## config.mk

```make
export PLATFORM = sky130hd
export DESIGN_NAME = core_sequencer_flat
export DESIGN_NICKNAME = d
export VERILOG_FILES = /design/src/rtl/core_sequencer_if.sv /design/src/rtl/core_sequencer.sv /design/src/flat_wrapper.sv
export SDC_FILE = /design/constraint.sdc
export NUM_CORES = 1
export LEC_CHECK = 0
export CAP_MARGIN = 30
export CORE_ASPECT_RATIO = 1.4
export CORE_MARGIN = 2
export CORE_UTILIZATION = 35
export CTS_CLUSTER_DIAMETER = 120
export DETAILED_ROUTE_END_ITERATION = 7
export DONT_BUFFER_PORTS = 1
export PLACE_DENSITY = 0.54
export SYNTH_ARGS = -nofsm -noshare
export SYNTH_HDL_FRONTEND = slang
export SYNTH_SLANG_ARGS = --single-unit
```

## constraint.sdc

```tcl
create_clock -name clk -period 5.4 [get_ports clk]
set_clock_uncertainty 0.15 [all_clocks]
set_input_delay 0.81 -clock clk [delete_from_list [all_inputs] [get_ports clk]]
set_output_delay 0.81 -clock clk [all_outputs]
set_load 0.05 [all_outputs]
```

## src/rtl/core_sequencer_if.sv

```systemverilog
// Instruction- and data-memory handshake bundle between the core sequencer
// (master) and the memory side (slave).
interface core_sequencer_if;
   logic        imem_req;
   logic        imem_ack;
   logic [15:0] inst_in;
   logic        dmem_req;
   logic        dmem_we;
   logic        dmem_ack;

   modport master (
      output imem_req,
      input  imem_ack,
      input  inst_in,
      output dmem_req,
      output dmem_we,
      input  dmem_ack
   );

   modport slave (
      input  imem_req,
      output imem_ack,
      output inst_in,
      input  dmem_req,
      input  dmem_we,
      output dmem_ack
   );
endinterface

```

## src/rtl/core_sequencer.sv

```systemverilog
// Multi-cycle control FSM for the 16-bit core: fetch, decode, execute, memory, writeback,
// with HALT/TRAP stop states, per-access watchdog and a retired-instruction counter.
module core_sequencer #(
   parameter int TIMEOUT  = 16,
   parameter int RETIRE_W = 32
) (
   input  logic                clk,
   input  logic                rst,
   input  logic                start,
   core_sequencer_if.master    bus,
   output logic [15:0]         ir,
   input  logic                dec_illegal,
   input  logic                dec_halt,
   input  logic                dec_load,
   input  logic                dec_store,
   input  logic                dec_branch,
   output logic                pc_wen,
   output logic                pc_sel_branch,
   output logic                rf_wen_en,
   output logic                csr_wen_en,
   output logic [2:0]          state,
   output logic                halted,
   output logic                trap,
   output logic [1:0]          trap_cause,
   output logic [RETIRE_W-1:0] retired
);

   typedef enum logic [2:0] {
      S_IDLE   = 3'd0,
      S_FETCH  = 3'd1,
      S_DECODE = 3'd2,
      S_EXEC   = 3'd3,
      S_MEM    = 3'd4,
      S_WB     = 3'd5,
      S_HALT   = 3'd6,
      S_TRAP   = 3'd7
   } state_t;

   localparam int              WDOG_W    = (TIMEOUT > 1) ? $clog2(TIMEOUT) : 1;
   localparam logic [WDOG_W-1:0] WDOG_LAST = WDOG_W'(TIMEOUT - 1);
   localparam bit              WDOG_ON   = (TIMEOUT != 0);

   localparam logic [1:0] CAUSE_ILLEGAL = 2'b01;
   localparam logic [1:0] CAUSE_IMEM_TO = 2'b10;
   localparam logic [1:0] CAUSE_DMEM_TO = 2'b11;

   state_t                state_r;
   state_t                state_next_s;
   logic [1:0]            cause_next_s;
   logic                  wdog_expire_s;
   logic [WDOG_W-1:0]     wdog_r;
   logic [15:0]           ir_r;
   logic [1:0]            trap_cause_r;
   logic [RETIRE_W-1:0]   retired_r;
   logic                  imem_req_r;
   logic                  dmem_req_r;
   logic                  wb_r;
   logic                  halted_r;
   logic                  trap_r;

   // Watchdog expiry: the current cycle is the last one allowed without an ack.
   always_comb begin
      wdog_expire_s = 1'b0;
      if (WDOG_ON) begin
         wdog_expire_s = (wdog_r == WDOG_LAST);
      end else begin
         wdog_expire_s = 1'b0;
      end
   end

   // Next-state and trap-cause selection; an ack always beats a simultaneous expiry.
   always_comb begin
      state_next_s = state_r;
      cause_next_s = 2'b00;
      case (state_r)
         S_IDLE: begin
            if (start) begin
               state_next_s = S_FETCH;
            end else begin
               state_next_s = S_IDLE;
            end
         end
         S_FETCH: begin
            if (bus.imem_ack) begin
               state_next_s = S_DECODE;
            end else if (wdog_expire_s) begin
               state_next_s = S_TRAP;
               cause_next_s = CAUSE_IMEM_TO;
            end else begin
               state_next_s = S_FETCH;
            end
         end
         S_DECODE: begin
            if (dec_illegal) begin
               state_next_s = S_TRAP;
               cause_next_s = CAUSE_ILLEGAL;
            end else if (dec_halt) begin
               state_next_s = S_HALT;
            end else begin
               state_next_s = S_EXEC;
            end
         end
         S_EXEC: begin
            if (dec_load || dec_store) begin
               state_next_s = S_MEM;
            end else begin
               state_next_s = S_WB;
            end
         end
         S_MEM: begin
            if (bus.dmem_ack) begin
               state_next_s = S_WB;
            end else if (wdog_expire_s) begin
               state_next_s = S_TRAP;
               cause_next_s = CAUSE_DMEM_TO;
            end else begin
               state_next_s = S_MEM;
            end
         end
         S_WB:    state_next_s = S_FETCH;
         S_HALT:  state_next_s = S_HALT;
         S_TRAP:  state_next_s = S_TRAP;
         default: state_next_s = S_IDLE;
      endcase
   end

   // State register, IR capture, watchdog, trap cause and retire counter.
   always_ff @(posedge clk) begin
      if (rst) begin
         state_r      <= S_IDLE;
         ir_r         <= 16'h0000;
         wdog_r       <= '0;
         trap_cause_r <= 2'b00;
         retired_r    <= '0;
      end else begin
         state_r <= state_next_s;

         if ((state_r == S_FETCH) && bus.imem_ack) begin
            ir_r <= bus.inst_in;
         end else begin
            ir_r <= ir_r;
         end

         if (state_next_s != state_r) begin
            wdog_r <= '0;
         end else if ((state_r == S_FETCH) || (state_r == S_MEM)) begin
            wdog_r <= wdog_r + WDOG_W'(1);
         end else begin
            wdog_r <= '0;
         end

         if ((state_next_s == S_TRAP) && (state_r != S_TRAP)) begin
            trap_cause_r <= cause_next_s;
         end else begin
            trap_cause_r <= trap_cause_r;
         end

         if (state_r == S_WB) begin
            retired_r <= retired_r + RETIRE_W'(1);
         end else begin
            retired_r <= retired_r;
         end
      end
   end

   // Moore strobes registered from the next state so they line up with state_r.
   always_ff @(posedge clk) begin
      if (rst) begin
         imem_req_r <= 1'b0;
         dmem_req_r <= 1'b0;
         wb_r       <= 1'b0;
         halted_r   <= 1'b0;
         trap_r     <= 1'b0;
      end else begin
         imem_req_r <= (state_next_s == S_FETCH);
         dmem_req_r <= (state_next_s == S_MEM);
         wb_r       <= (state_next_s == S_WB);
         halted_r   <= (state_next_s == S_HALT);
         trap_r     <= (state_next_s == S_TRAP);
      end
   end

   assign bus.imem_req  = imem_req_r;
   assign bus.dmem_req  = dmem_req_r;
   assign bus.dmem_we   = dmem_req_r & dec_store;
   assign pc_wen        = wb_r;
   assign pc_sel_branch = wb_r & dec_branch;
   assign rf_wen_en     = wb_r;
   assign csr_wen_en    = wb_r;
   assign ir            = ir_r;
   assign state         = state_r;
   assign halted        = halted_r;
   assign trap          = trap_r;
   assign trap_cause    = trap_cause_r;
   assign retired       = retired_r;

endmodule

```

## src/flat_wrapper.sv

```systemverilog
// flat-port wrapper written by rule: the top's interface ports become plain ports
module core_sequencer_flat 
#(
   parameter int TIMEOUT  = 16,
   parameter int RETIRE_W = 32
)
  (clk, rst, start, ir, dec_illegal, dec_halt, dec_load, dec_store, dec_branch, pc_wen, pc_sel_branch, rf_wen_en, csr_wen_en, state, halted, trap, trap_cause, retired, bus_imem_req, bus_imem_ack, bus_inst_in, bus_dmem_req, bus_dmem_we, bus_dmem_ack);
  core_sequencer_if bus_i ();
  input  logic clk;
  input  logic rst;
  input  logic start;
  output logic [15:0] ir;
  input  logic dec_illegal;
  input  logic dec_halt;
  input  logic dec_load;
  input  logic dec_store;
  input  logic dec_branch;
  output logic pc_wen;
  output logic pc_sel_branch;
  output logic rf_wen_en;
  output logic csr_wen_en;
  output logic [2:0] state;
  output logic halted;
  output logic trap;
  output logic [1:0] trap_cause;
  output logic [RETIRE_W-1:0] retired;
  output wire logic [$bits(bus_i.imem_req)-1:0] bus_imem_req;
  input wire logic [$bits(bus_i.imem_ack)-1:0] bus_imem_ack;
  input wire logic [$bits(bus_i.inst_in)-1:0] bus_inst_in;
  output wire logic [$bits(bus_i.dmem_req)-1:0] bus_dmem_req;
  output wire logic [$bits(bus_i.dmem_we)-1:0] bus_dmem_we;
  input wire logic [$bits(bus_i.dmem_ack)-1:0] bus_dmem_ack;
  assign bus_imem_req = bus_i.imem_req;
  assign bus_i.imem_ack = bus_imem_ack;
  assign bus_i.inst_in = bus_inst_in;
  assign bus_dmem_req = bus_i.dmem_req;
  assign bus_dmem_we = bus_i.dmem_we;
  assign bus_i.dmem_ack = bus_dmem_ack;
  core_sequencer #(.TIMEOUT(TIMEOUT), .RETIRE_W(RETIRE_W)) u_core (.clk(clk), .rst(rst), .start(start), .bus(bus_i), .ir(ir), .dec_illegal(dec_illegal), .dec_halt(dec_halt), .dec_load(dec_load), .dec_store(dec_store), .dec_branch(dec_branch), .pc_wen(pc_wen), .pc_sel_branch(pc_sel_branch), .rf_wen_en(rf_wen_en), .csr_wen_en(csr_wen_en), .state(state), .halted(halted), .trap(trap), .trap_cause(trap_cause), .retired(retired));
endmodule
```

==> results of run 1 <==
==> final cells by class <==
| cell class | count | area (sq um) |
|---|---|---|
| tap | 97 | 121.4 |
| timing repair buffer | 2 | 15.01 |
| fill | 763 | 4422 |
| multi-input combinational | 231 | 1272 |
| clock inverter | 1 | 5.005 |
| clock buffer | 13 | 168.9 |
| sequential | 62 | 1241 |
| inverter | 6 | 22.52 |
==> worst reg2reg max path: cells and delay by family, from the launching register on <==
kind	cells	cell delay (ns)
flops	1	0.93
mux	1	0.30
simple gates	4	1.67
==> logic make-up (layout without fill, tap and decap cells) <==
logic type | Yosys count | count (layout) | share of synthesized area
AO/OA/AOI/OAI | 38 | 38 | 0.08025
multiplexers | 1 | 1 | 0.005765
XOR/XNOR | 28 | 28 | 0.09419
flip-flops | 62 | 62 | 0.4767
AND/OR/NAND/NOR | 162 | 162 | 0.2970
adder cells (fa/ha/maj) | 2 | 2 | 0.009609
buffers and inverters | 23 | 22 | 0.03652
==> flip-flops by register name, summed over array words and instances, names as in the netlist <==
| signal | flops |
|---|---|
| u_core.bus.dmem_req | 1 |
| u_core.bus.imem_req | 1 |
| u_core.csr_wen_en | 1 |
| u_core.halted | 1 |
| u_core.ir | 16 |
| u_core.retired | 32 |
| u_core.state | 3 |
| u_core.trap | 1 |
| u_core.trap_cause | 2 |
| u_core.wdog_r | 4 |
==> power by group through the flow <==
stage / clock [mW] / sequential (mW) / combinational, mW
2_1_floorplan: 0 / 0.529 / 0.0496
3_3_place_gp: 0 / 0.536 / 0.0481
3_5_place_dp: 0 / 0.536 / 0.0487
4_1_cts: 0.381 / 0.526 / 0.0491
5_1_grt: 0.399 / 0.528 / 0.0561
6_report: 0.369 / 0.526 / 0.0486
==> metal layers <==
| metal | share of wire | track usage |
|---|---|---|
| met3 | 0.083 | 0.06621 |
| met5 | 0 | 0 |
| met1 | 0.40 | 0.1684 |
| met2 | 0.50 | 0.2682 |
| met4 | 0.017 | 0.07273 |
==> per-stage QoR <==
| step | cell area, sq um | setup slack (ns) | std cells | total power [mW] |
|---|---|---|---|---|
| floorplan | 2604 | 2.619 | 316 | 0.5786 |
| global placement | 2673 | 2.282 | 398 | 0.5844 |
| detailed placement | 2673 | 2.260 | 398 | 0.5849 |
| CTS | 2846 | 2.258 | 412 | 0.9560 |
| global route | 2846 | 2.084 | 412 | 0.9832 |
| finish | 2846 | 2.250 | 412 | 0.9429 |
==> final timing paths <==
kind,from,endpoint,slack [ns],depth (start not counted)
worst max-delay path,u_core.state[0],u_core.retired[31],2.25,5
worst min-delay path,u_core.wdog_r[0],u_core.wdog_r[0],0.30,1
worst max register to register,u_core.state[0],u_core.retired[31],2.25,5
worst min register to register,u_core.wdog_r[0],u_core.wdog_r[0],0.30,1
==> layout by cell type (no fill, tap or decap), types with 2 or more instances in the layout <==
cell	synthesis	routed
dfxtp_1	62	62
nand2_1	51	51
nor2_1	45	45
a21oi_1	23	23
xor2_1	19	19
nand3_1	14	14
nand4_1	12	12
clkbuf_8	0	12
xnor2_1	9	9
o21ai_0	9	9
and3_1	8	8
inv_1	6	6
nor3_1	7	6
or3_1	6	6
and4_1	5	5
nor3b_1	3	3
nor4_1	3	3
and2_1	2	2
or4_1	2	2
ha_1	2	2
buf_4	2	2
==> metrics.txt, run 1 <==
cell mode on critical path or3_1; CP max-delay cell dfxtp_1; max incr delay on CP 0.93 ns; # DRC 0; WP buf/inv 0; P_sw 0.2574 mW; Crit path required time ~5.5 ns; site row count 37; Hold Path Class flip-flop to flip-flop; DRT Wirelength between 6000 and 7000 um; initial antenna violation count 0; CTS buffer count 9; Layout Utilization 0.3916; hold_buf cts 0; top post-synthesis cells by area dfxtp_1, nand2_1, nor2_1; Initial Util 0.3582; share of the synthesized area in the top cell type 0.4767; register area share after synthesis 0.4767; Peak VDD IR between 0.2 and 0.25 mV; Worst Path Arrival 3.23 ns; first-pass GRT wire length 10130 um; # setup viols final 0; Combinational Power Share 0.052; worst-skew pair later-pin latency around 0.33 ns; Post-CTS Resized 0; Detail Placement HPWL 4257 um; Die X-Extent 76.90 um; CP Capture Type flip-flop; share of cells above drive strength 1 0.06032; clock buffer depth 2; PwrDens 331.3 nW/um^2; full die area 8155 sq um; Vias 2114; Netlist Area Pre-Place ~2600 sq um; Syn-to-layout area delta 9.322%; fin crit period about 3.1 ns; H-tree depth 3; setup TNS 0 ns; Avg WL per Cell between 10 and 15 um; synth cell count leaders dfxtp_1, nand2_1, nor2_1; Core Box Area 7268 sq um; First-pass DRT Iterations 4; Root Driver clkbuf_8; clock network fraction of total power 0.391; post-synthesis cell count 316; area leader, netlist dfxtp_1; CP startpoint kind flip-flop; n_diodes 0; outcome completed; FMAX 317.5 MHz; part of the power in registers 0.558; CTS tree yes; Synth Net Count between 300 and 400; largest net degree at the start of global routing 57; Synth Area per Inst 8.240 sq um; sw frac 0.2729; Primary FF master, synth dfxtp_1; RSZ-0062 raised after global routing false; Distinct cells, synth 34; LEAKAGE around 1 nW; maxcap violations 0; clk sinks 62; GP Congestion 0.7605; kind of critical path flip-flop to flip-flop; setup bufs post-CTS 0; asr flop ratio synth 0; Hold Violations, Final 0; top-count cell post-synth dfxtp_1; Top Family by Delay on Critical Path simple AND/OR/NAND/NOR gates; Synth Register Bits 62; Slew HR 0.3454; IO Count 88; crit path cell chain nand3b_2 > or3_1 > or4_1 > or3_1 > mux2_4; Die Y 106.1 um; Nets 340; Synth Warn # 0; CTS clock-pin slew for the worst setup and hold paths 0.07 ns; fin. max-slew vios 0; vias in the first global route 2131; Hold WS between 0.2 and 0.3 ns; number of flops mapped to enable cells by yosys 0; DRT iter0 DRCs 101; number of vias per cell 5.131; GRT Util Overall 0.1576; DRT antenna net count 0; Internal 0.6856 mW; post-route clock period utilization 0.5833; grt total ovfl 0; slew at the pin closest to its max-slew limit 0.9766 ns; PortBufs 0; CP max FO 14
Power figures use the tool's default switching activity.
==> run 2: changes to the inputs <==
==> constraint.sdc (replaced) <==
create_clock -name clk -period 2.9 [get_ports clk]
set_clock_uncertainty 0.15 [all_clocks]
set_input_delay 0.435 -clock clk [delete_from_list [all_inputs] [get_ports clk]]
set_output_delay 0.435 -clock clk [all_outputs]
set_load 0.05 [all_outputs]
==> metrics.txt, run 2 (synthesis results as in run 1) <==
share of cells above drive strength 1 0.1473 (+0.08699); worst-skew pair later-pin latency 0.33 ns (about the same); grt total ovfl 0 (unchanged); CTS tree yes; Crit path required time 2.97 ns (-2.51 ns); Syn-to-layout area delta 21.67%; Worst Path Arrival 2.57 ns (-0.66 ns); post-route clock period utilization 0.8615 (+0.2782); initial antenna violation count 0 (unchanged); First-pass DRT Iterations 4 (unchanged); maxcap violations 0 (unchanged); Avg WL per Cell 14.16 um (-2.8%); P_sw 0.4902 mW (+90%); clk sinks 62 (unchanged); Die Y 106.1 um (unchanged); Nets 376 (+11%); part of the power in registers 0.496 (-0.062); DRT antenna net count 0 (unchanged); first-pass GRT wire length 10320 um (+1.9%); fin crit period 2.498 ns (-0.6514 ns); vias in the first global route 2191 (+2.8%); CP Capture Type flip-flop; Hold Path Class input port to flip-flop; LEAKAGE 1.211 nW (+21%); setup TNS 0 ns (unchanged); CTS buffer count 9 (unchanged); PwrDens 603.7 nW/um^2 (+82%); sw frac 0.2563 (-0.01664); Placement Cell Area 2913 sq um (+9.0%); outcome completed; CTS clock-pin slew for the worst setup and hold paths 0.06 ns (about the same); Die X-Extent 76.90 um (unchanged); Post-CTS Resized 0 (unchanged); Initial Util 0.3582 (unchanged); DRT Wirelength 6370 um (+6.1%); Vias 2216 (+4.8%); Combinational Power Share 0.072 (+0.020); max FFs per register 32 (unchanged); CP max FO 8 (-6); DRT iter0 DRCs 105 (+4.0%); H-tree depth 3 (unchanged); clock network fraction of total power 0.432 (+0.041); PortBufs 0 (unchanged); post-route cell area 3168 sq um (+11%); most frequent cells in the layout dfxtp_1, nand2_1, nor2_1, buf_4, a21oi_1; GRT Util Overall 0.1596 (+0.001967); leading cell type in the layout, fill and taps excluded dfxtp_1; Internal 1.422 mW (+110%); clock buffer depth 2 (unchanged); kind of critical path flip-flop to flip-flop; Slew HR 0.6088 (+0.2634); # setup viols final 0 (unchanged); number of vias per cell 4.924 (-4.0%); slew at the pin closest to its max-slew limit 0.5859 ns (-0.3906 ns); Peak VDD IR 0.3053 mV (+52%); CP startpoint kind flip-flop; fin. max-slew vios 0 (unchanged); FMAX 400.3 MHz (+26%); RSZ-0062 raised after global routing false; GP Congestion 0.7886 (+3.7%); full die area 8155 sq um (unchanged); largest net degree at the start of global routing 50 (-12%); Hold Violations, Final 0 (unchanged); n_diodes 0 (unchanged); Root Driver clkbuf_8; Core Box Area 7268 sq um (unchanged); IO Count 88 (unchanged); Detail Placement HPWL 4464 um (+4.9%); # DRC 0 (unchanged); site row count 37 (unchanged)
run 2: cell types whose count changed in the layout (fill, tap and decap cells not counted):
cell           change
dlygate4sd3_1      +4
clkbuf_1           +1
bufinv_16          +2
clkbuf_8           -2
clkinv_2           +1
buf_4             +32
run 2: timing repair:
item	in CTS	in global routing
hold buffers	3	1
endpoints found under the hold margin	4	5
setup buffers	0	0
run 2: path summary, 6_finish.rpt:
| check | end | startpoint | slack, ns | depth (start not counted) |
|---|---|---|---|---|
| setup / recovery | u_core.retired[31] | u_core.state[1] | 0.40 | 5 |
| hold / removal | u_core.ir[6] | rst | 0.02 | 1 |
| setup reg to reg | u_core.retired[31] | u_core.state[1] | 0.40 | 5 |
| hold reg to reg | u_core.wdog_r[0] | u_core.wdog_r[0] | 0.30 | 1 |
run 2: critical path: stages, from the launching register on:
cell,delay (ns)
dfxtp_1,0.30
nand3b_2,0.24
or3_1,0.46
or4_1,0.56
or3_1,0.38
mux2_4,0.30
run 2: power by group through the flow:
stage / combinational, mW / clock (mW) / sequential, mW
2_1_floorplan: 0.0923 / 0 / 0.985
3_3_place_gp: 0.127 / 0 / 0.968
3_5_place_dp: 0.129 / 0 / 0.968
4_1_cts: 0.136 / 0.850 / 0.949
5_1_grt: 0.153 / 0.896 / 0.952
6_report: 0.137 / 0.826 / 0.949
run 2: final cells by class:
| type | count | area, sq um |
|---|---|---|
| inverter | 6 | 22.52 |
| sequential | 62 | 1241 |
| clock buffer | 12 | 145.1 |
| fill | 745 | 4100 |
| tap | 97 | 121.4 |
| timing repair buffer | 38 | 295.3 |
| clock inverter | 4 | 70.07 |
| multi-input combinational | 231 | 1272 |
run 2: routing by layer:
metal	vias up	routed length (um)	global-route usage
li1	1134	-	-
met1	1000	2707	0.1840
met2	73	3126	0.2657
met3	9	444	0.05603
met4	0	92	0.07013
met5	-	0	0
run 2: stage by stage:
step                      total power [mW]  instances    util  setup WS, ns  hold slack [ns]
after floorplan                      1.077        316       -        0.1188           0.2679
after global placement               1.095        430  0.4008        0.4289           0.2868
after detailed placement             1.098        430  0.4008        0.4291           0.2967
after CTS                            1.935        449  0.4345        0.4060         0.002466
after global routing                 2.001        450  0.4359        0.2661         0.004461
final                                1.912        450  0.4359        0.4016          0.02093
